**config.mk**
```make
export PLATFORM = sky130hd
export DESIGN_NAME = conv_window_feeder
export DESIGN_NICKNAME = d
export VERILOG_FILES = /design/src/rtl/conv_window_feeder_pkg.sv /design/src/rtl/conv_window_feeder_line_buffer.sv /design/src/rtl/conv_window_feeder.sv
export SDC_FILE = /design/constraint.sdc
export NUM_CORES = 1
export LEC_CHECK = 0
export BUFFER_PORTS_ARGS = -buffer_cell sky130_fd_sc_hd__buf_2
export CORE_ASPECT_RATIO = 1.1
export CORE_MARGIN = 5
export CORE_UTILIZATION = 50
export DETAILED_ROUTE_END_ITERATION = 16
export GPL_TIMING_DRIVEN = 0
export HOLD_SLACK_MARGIN = 0.15
export PLACE_DENSITY = 0.7
export SETUP_SLACK_MARGIN = 0.1
export SLEW_MARGIN = 10
export SYNTH_ARGS = -nofsm -noshare
export SYNTH_HDL_FRONTEND = slang
export SYNTH_SLANG_ARGS = --single-unit
```
**constraint.sdc**
```tcl
create_clock -name clk -period 5.8 [get_ports clk]
set_input_delay 0.58 -clock clk [delete_from_list [all_inputs] [get_ports clk]]
set_output_delay 0.58 -clock clk [all_outputs]
set_load 0.03 [all_outputs]
```
**src/rtl/conv_window_feeder_pkg.sv**
```systemverilog
// Shared definitions for the CONV window feeder: default pixel width and FSM state encodings.
package conv_window_feeder_pkg;

    localparam int PIXEL_DATA_SIZE = 8;
    localparam int NUM_TAPS        = 9;

    typedef enum logic [1:0] {
        IDLE   = 2'd0,
        LOAD_W = 2'd1,
        STREAM = 2'd2,
        DONE   = 2'd3
    } feeder_state_e;

endpackage

```
**src/rtl/conv_window_feeder_line_buffer.sv**
```systemverilog
// One image row of delay: a DEPTH-deep shift register advanced only on accepted pixels.
module conv_line_buffer #(
    parameter int DATA_W = 8,
    parameter int DEPTH  = 8
) (
    input  logic              clk,
    input  logic              shift_en,
    input  logic [DATA_W-1:0] din,
    output logic [DATA_W-1:0] dout
);

    logic [DEPTH-1:0][DATA_W-1:0] mem_q, mem_d;

    always_comb begin
        mem_d = mem_q;
        if (shift_en) mem_d = {mem_q[DEPTH-2:0], din};
    end

    // Contents are never cleared; frame counters decide when taps are meaningful.
    always_ff @(posedge clk) mem_q <= mem_d;

    assign dout = mem_q[DEPTH-1];

endmodule

```
**src/rtl/conv_window_feeder.sv**
```systemverilog
// Serial weight loader plus 3x3 sliding-window builder for the CONV core.
// Build option: CONV_FEEDER_STRIDE2_EN emits only windows whose top-left origin is on even row/col.
module conv_window_feeder
    import conv_window_feeder_pkg::*;
#(
    parameter int DATA_W = PIXEL_DATA_SIZE,
    parameter int IMG_W  = 8,
    parameter int IMG_H  = 8
) (
    input  logic              clk,
    input  logic              rst,
    input  logic              start,
    input  logic              wt_valid,
    input  logic [DATA_W-1:0] wt_in,
    input  logic              pix_valid,
    input  logic [DATA_W-1:0] pix_in,
    output logic              pix_ready,
    output logic              w_w,
    output logic [DATA_W-1:0] w_out0,
    output logic [DATA_W-1:0] w_out1,
    output logic [DATA_W-1:0] w_out2,
    output logic [DATA_W-1:0] w_out3,
    output logic [DATA_W-1:0] w_out4,
    output logic [DATA_W-1:0] w_out5,
    output logic [DATA_W-1:0] w_out6,
    output logic [DATA_W-1:0] w_out7,
    output logic [DATA_W-1:0] w_out8,
    output logic              if_w,
    output logic [DATA_W-1:0] if_out0,
    output logic [DATA_W-1:0] if_out1,
    output logic [DATA_W-1:0] if_out2,
    output logic [DATA_W-1:0] if_out3,
    output logic [DATA_W-1:0] if_out4,
    output logic [DATA_W-1:0] if_out5,
    output logic [DATA_W-1:0] if_out6,
    output logic [DATA_W-1:0] if_out7,
    output logic [DATA_W-1:0] if_out8,
    output logic              busy,
    output logic              done
);

    localparam int CW = $clog2(IMG_W);
    localparam int RW = $clog2(IMG_H);
    localparam logic [CW-1:0] COL_LAST = CW'(IMG_W - 1);
    localparam logic [RW-1:0] ROW_LAST = RW'(IMG_H - 1);
    localparam logic [CW-1:0] COL_TWO  = CW'(2);
    localparam logic [RW-1:0] ROW_TWO  = RW'(2);

    feeder_state_e state_q, state_d;
    logic [3:0]                      wcnt_q, wcnt_d;
    logic [7:0][DATA_W-1:0]          wshadow_q, wshadow_d;
    logic [NUM_TAPS-1:0][DATA_W-1:0] w_out_q, w_out_d;
    logic                            w_w_q, w_w_d;
    logic [CW-1:0]                   col_q, col_d;
    logic [RW-1:0]                   row_q, row_d;
    logic [2:0][1:0][DATA_W-1:0]     hist_q, hist_d;
    logic [NUM_TAPS-1:0][DATA_W-1:0] if_out_q, if_out_d;
    logic                            if_w_q, if_w_d;
    logic                            done_q, done_d;
    logic                            busy_q, busy_d;

    logic                            pix_acc;
    logic                            win_valid;
    logic                            last_pix;
    logic [1:0][DATA_W-1:0]          lb_in, lb_out;
    logic [2:0][DATA_W-1:0]          tap;
    logic [NUM_TAPS-1:0][DATA_W-1:0] win;

    assign pix_acc = pix_valid && (state_q == STREAM);

    // Cascade: buffer 0 delays by one row (r-1), buffer 1 by two rows (r-2).
    assign lb_in = {lb_out[0], pix_in};

    for (genvar g = 0; g < 2; g++) begin : g_lb
        conv_line_buffer #(.DATA_W(DATA_W), .DEPTH(IMG_W)) u_lb (
            .clk      (clk),
            .shift_en (pix_acc),
            .din      (lb_in[g]),
            .dout     (lb_out[g])
        );
    end

    assign tap = {pix_in, lb_out[0], lb_out[1]};
    assign win = {tap[2], hist_q[2][1], hist_q[2][0],
                  tap[1], hist_q[1][1], hist_q[1][0],
                  tap[0], hist_q[0][1], hist_q[0][0]};

    assign last_pix = (col_q == COL_LAST) && (row_q == ROW_LAST);

`ifdef CONV_FEEDER_STRIDE2_EN
    assign win_valid = (row_q >= ROW_TWO) && (col_q >= COL_TWO) && !row_q[0] && !col_q[0];
`else
    assign win_valid = (row_q >= ROW_TWO) && (col_q >= COL_TWO);
`endif

    always_comb begin
        state_d   = state_q;
        wcnt_d    = wcnt_q;
        wshadow_d = wshadow_q;
        w_out_d   = w_out_q;
        w_w_d     = 1'b0;
        col_d     = col_q;
        row_d     = row_q;
        hist_d    = hist_q;
        if_out_d  = if_out_q;
        if_w_d    = 1'b0;
        done_d    = 1'b0;
        case (state_q)
            IDLE: begin
                if (start && !busy_q) begin
                    state_d = LOAD_W;
                    wcnt_d  = '0;
                    col_d   = '0;
                    row_d   = '0;
                end
            end
            LOAD_W: begin
                if (wt_valid) begin
                    if (wcnt_q == 4'd8) begin
                        w_out_d = {wt_in, wshadow_q};
                        w_w_d   = 1'b1;
                        wcnt_d  = '0;
                        state_d = STREAM;
                    end else begin
                        wshadow_d[wcnt_q[2:0]] = wt_in;
                        wcnt_d = wcnt_q + 4'd1;
                    end
                end
            end
            STREAM: begin
                if (pix_acc) begin
                    hist_d = {tap[2], hist_q[2][1], tap[1], hist_q[1][1], tap[0], hist_q[0][1]};
                    if (col_q == COL_LAST) begin
                        col_d = '0;
                        row_d = (row_q == ROW_LAST) ? '0 : row_q + 1'b1;
                    end else begin
                        col_d = col_q + 1'b1;
                    end
                    if (win_valid) begin
                        if_out_d = win;
                        if_w_d   = 1'b1;
                    end
                    if (last_pix) state_d = DONE;
                end
            end
            DONE: begin
                state_d = IDLE;
                done_d  = 1'b1;
            end
            default: state_d = IDLE;
        endcase
    end

    // busy also covers the done cycle, which lands after the FSM is already back in IDLE.
    assign busy_d = (state_d != IDLE) || (state_q == DONE);

    always_ff @(posedge clk) begin
        if (rst) begin
            state_q   <= IDLE;
            wcnt_q    <= '0;
            wshadow_q <= '0;
            w_out_q   <= '0;
            w_w_q     <= 1'b0;
            col_q     <= '0;
            row_q     <= '0;
            hist_q    <= '0;
            if_out_q  <= '0;
            if_w_q    <= 1'b0;
            done_q    <= 1'b0;
            busy_q    <= 1'b0;
        end else begin
            state_q   <= state_d;
            wcnt_q    <= wcnt_d;
            wshadow_q <= wshadow_d;
            w_out_q   <= w_out_d;
            w_w_q     <= w_w_d;
            col_q     <= col_d;
            row_q     <= row_d;
            hist_q    <= hist_d;
            if_out_q  <= if_out_d;
            if_w_q    <= if_w_d;
            done_q    <= done_d;
            busy_q    <= busy_d;
        end
    end

    assign pix_ready = (state_q == STREAM);
    assign w_w       = w_w_q;
    assign if_w      = if_w_q;
    assign busy      = busy_q;
    assign done      = done_q;

    assign w_out0 = w_out_q[0];
    assign w_out1 = w_out_q[1];
    assign w_out2 = w_out_q[2];
    assign w_out3 = w_out_q[3];
    assign w_out4 = w_out_q[4];
    assign w_out5 = w_out_q[5];
    assign w_out6 = w_out_q[6];
    assign w_out7 = w_out_q[7];
    assign w_out8 = w_out_q[8];

    assign if_out0 = if_out_q[0];
    assign if_out1 = if_out_q[1];
    assign if_out2 = if_out_q[2];
    assign if_out3 = if_out_q[3];
    assign if_out4 = if_out_q[4];
    assign if_out5 = if_out_q[5];
    assign if_out6 = if_out_q[6];
    assign if_out7 = if_out_q[7];
    assign if_out8 = if_out_q[8];

endmodule
```
==> impl_metrics.py <==
metrics = {
    "sta": {
        "timing.final.hold_violations": 0,
        "worst_slew_pin_slew_ns": 0.932,
        "skew_ns": 0.0111,
        "finalSetupViolCount": 0,
        "rsz0062_at_grt": "false",
        "fin_crit_ns": 2.24,
        "max_freq_ghz": 0.447,
        "maxSlewViolCount": 0,
        "fin_crit_sh_pct": 38.6,
        "slew_headroom_pct": 37.9,
    },
    "cts": {
        "cts_tree": "built",
        "cts_hold_buf": 0,
        "clk_latency_ns": 0.52,
        "htree_levels": 2,
        "post-cts-setup-buffers": 0,
        "clk_pin_slew_worst_paths_ns": 0.06,
        "clockBufferDepth": 3,
        "cts_root_buf": "clkbuf_16",
        "cts_resized": 0,
        "cts.sinks": 400,
        "cts_buffers": 40,
    },
    "hold_path": {
        "holdPathEnd": "g_lb[0].u_lb.mem_q[5]$_DFFE_PN_",
        "hold_class": "input port to flop",
        "min_from": "pix_in[5]",
        "hold-path-cell-count": 1,
    },
    "logic_synthesis": {
        "syn_nets": 1274,
        "synthDistinctLibCells": 45,
        "synthCells": 1245,
        "synth-seq-area-share_pct": 61.9,
        "synth_flop_cell": "dfxtp_1",
        "synth_edf_count": 128,
        "syn_area_mm2": 0.0150,
        "synth-warning-count": 0,
        "async_reset_ff_share_pct": 0,
        "avgSynthCellArea_um2": 12.0,
        "ys_ff_latch": 400,
    },
    "worst_setup_path": {
        "cp-start-kind": "flop",
        "rr_startpoint": "state_q[1]$_SDFF_PP0_",
        "criticalPathCategory": "flop to flop",
        "cp.arrival_ns": 2.43,
        "regToRegEndpoint": "g_lb[1].u_lb.mem_q[43]$_DFFE_PN_",
        "r2r_cells": 5,
        "rrSetupSlack_ns": 3.56,
        "end_kind": "flop",
        "cp_max_fo": 61,
        "crit_required_ns": 5.99,
    },
    "route": {
        "ant_nets": 0,
        "drc": 0,
        "drt_iter0_drc": 588,
        "dr_total_vias": 9439,
        "vias_per_cell": 5.07,
        "wl_per_cell_um": 16.9,
        "drt_wl_total_um": 31500,
        "drt_pass1_iterations": 5,
    },
    "global_route": {
        "antenna_found_initial": 1,
        "grt_first_pass_wirelength_um": 50300,
        "grt_max_degree": 62,
        "grt_pass1_vias": 9255,
        "track_usage_pct": 18.6,
        "grt_overflow": 0,
    },
    "place": {
        "numPortBuffers": 168,
        "placed_area_mm2": 0.0164,
        "place_hpwl_um": 21800,
        "finalWeightedCongestion": 0.810,
    },
    "cells_and_area": {
        "layout_common_cells": "nand2b_1 (293), dfxtp_1 (272), mux2i_1 (194)",
        "drive_gt1_share_pct": 18.7,
        "seq_area_mm2": 0.00929,
        "n_fill_cell": 2486,
        "layout_commonest_cell": "nand2b_1",
        "syn2layout_area_growth_pct": 18.1,
        "nNetsFinal": 1486,
        "post-route-cell-area_mm2": 0.0177,
        "multi_input_area_mm2": 0.00521,
    },
    "die": {
        "start_util_pct": 50.7,
        "die_area_mm2": 0.0336,
        "die_y_um": 192,
        "die_x_um": 175,
        "ios": 170,
        "fp-row-count": 66,
        "core_mm2": 0.0296,
    },
    "power": {
        "powerDensity_mw_per_mm2": 318,
        "finalPower_mw": 5.63,
        "power_leakage_nw": 7.05,
        "peakVddDrop_mv": 0.212,
    },
    "run_status": {
        "status": "complete, no violations",
    },
    "run": {
        "drv_cap": 0,
    },
}
synth_stat cells (2+ instances only):
| cell | instances | area (µm²) |
|---|---|---|
| ha_1 | 8 | 100 |
| nor2b_1 | 5 | 31.3 |
| clkbuf_1 | 46 | 173 |
| nand2_1 | 99 | 372 |
| nand2b_1 | 293 | 1830 |
| nand3_1 | 25 | 125 |
| buf_6 | 16 | 180 |
| inv_1 | 7 | 26.3 |
| clkbuf_2 | 2 | 10.0 |
| o21ai_0 | 18 | 90.1 |
| nor2_1 | 4 | 15.0 |
| edfxtp_1 | 128 | 3840 |
| buf_2 | 13 | 65.1 |
| nand4_4 | 2 | 42.5 |
| nand3b_1 | 2 | 15.0 |
| nand4_2 | 4 | 50.1 |
| mux2i_1 | 194 | 1940 |
| nand4_1 | 3 | 18.8 |
| a21oi_1 | 72 | 360 |
| buf_4 | 5 | 37.5 |
| nor3_1 | 4 | 20.0 |
| dfxtp_1 | 272 | 5450 |
per-stage QoR:
step	setup TNS (ns)	instances	hold slack, ns	util (%)	setup slack, ns
finish	0	1863	0.267	59.9	3.56
global route	0	1862	0.251	59.9	3.42
CTS	0	1862	0.247	59.9	3.53
detailed placement	0	1789	0.405	55.3	3.27
global placement	-113.49	1787	0.401	55.2	-1.04
floorplan	0	1245	0.400	-	0.836
registers in the layout, indices dropped and copies added (netlist names), 16 cells and up:
signal           cells
g_lb.u_lb.dout      16
g_lb.u_lb.mem_q    112
hist_q              48
wshadow_q           64
worst max path at each step:
stage / endpoint / startpoint / depth (start not counted) / slack, ns
after global routing: hist_q[0]$_SDFFE_PP0P_ / state_q[1]$_SDFF_PP0_ / 7 / 3.42
after global placement: hist_q[0]$_SDFFE_PP0P_ / pix_valid / 6 / -1.04
after detailed placement: g_lb[1].u_lb.dout[2]$_DFFE_PN_ / pix_valid / 6 / 3.27
after CTS: g_lb[1].u_lb.dout[6]$_DFFE_PN_ / state_q[1]$_SDFF_PP0_ / 5 / 3.53
after floorplan: g_lb[0].u_lb.dout[0]$_DFFE_PN_ / pix_valid / 3 / 0.84
final: g_lb[1].u_lb.mem_q[43]$_DFFE_PN_ / state_q[1]$_SDFF_PP0_ / 5 / 3.56
metal layers:
layer	up-vias	GRT usage [%]	share of wire, %
met5	-	0	0
met2	237	29.5	46
met4	0	4.47	1.8
li1	4667	-	-
met3	42	4.17	5.3
met1	4493	26.1	47
power breakdown:
| group | switching [mW] | leakage (nW) | internal (mW) | total [mW] |
|---|---|---|---|---|
| clock | 1.04 | 0.661 | 1.58 | 2.62 |
| combinational | 0.0792 | 3.05 | 0.0555 | 0.135 |
| sequential | 0.00238 | 3.34 | 2.88 | 2.88 |
| total | 1.12 | 7.05 | 4.51 | 5.63 |
critical path: stages, from the launching register on:
cell      delay, ns
dfxtp_1        0.43
nand3b_4       0.17
inv_2          0.15
clkbuf_4       0.49
buf_12         0.32
buf_16         0.31
final cells by class:
type | count | share of cell area, %
sequential | 400 | 52.4
multi-input combinational | 755 | 29.4
clock buffer | 64 | 6.88
timing repair buffer | 170 | 5.02
buffer | 82 | 2.65
tap | 374 | 2.64
clock inverter | 9 | 0.756
inverter | 8 | 0.170
antenna | 1 | 0.0141
kinds of logic after synthesis:
family,share of synthesized area (%)
buf+inv,3.30
fa+ha+maj,0.667
mux,13.0
simple gates,17.7
flops,61.9
compound gates,3.33
(Power assumes the default switching activity.)
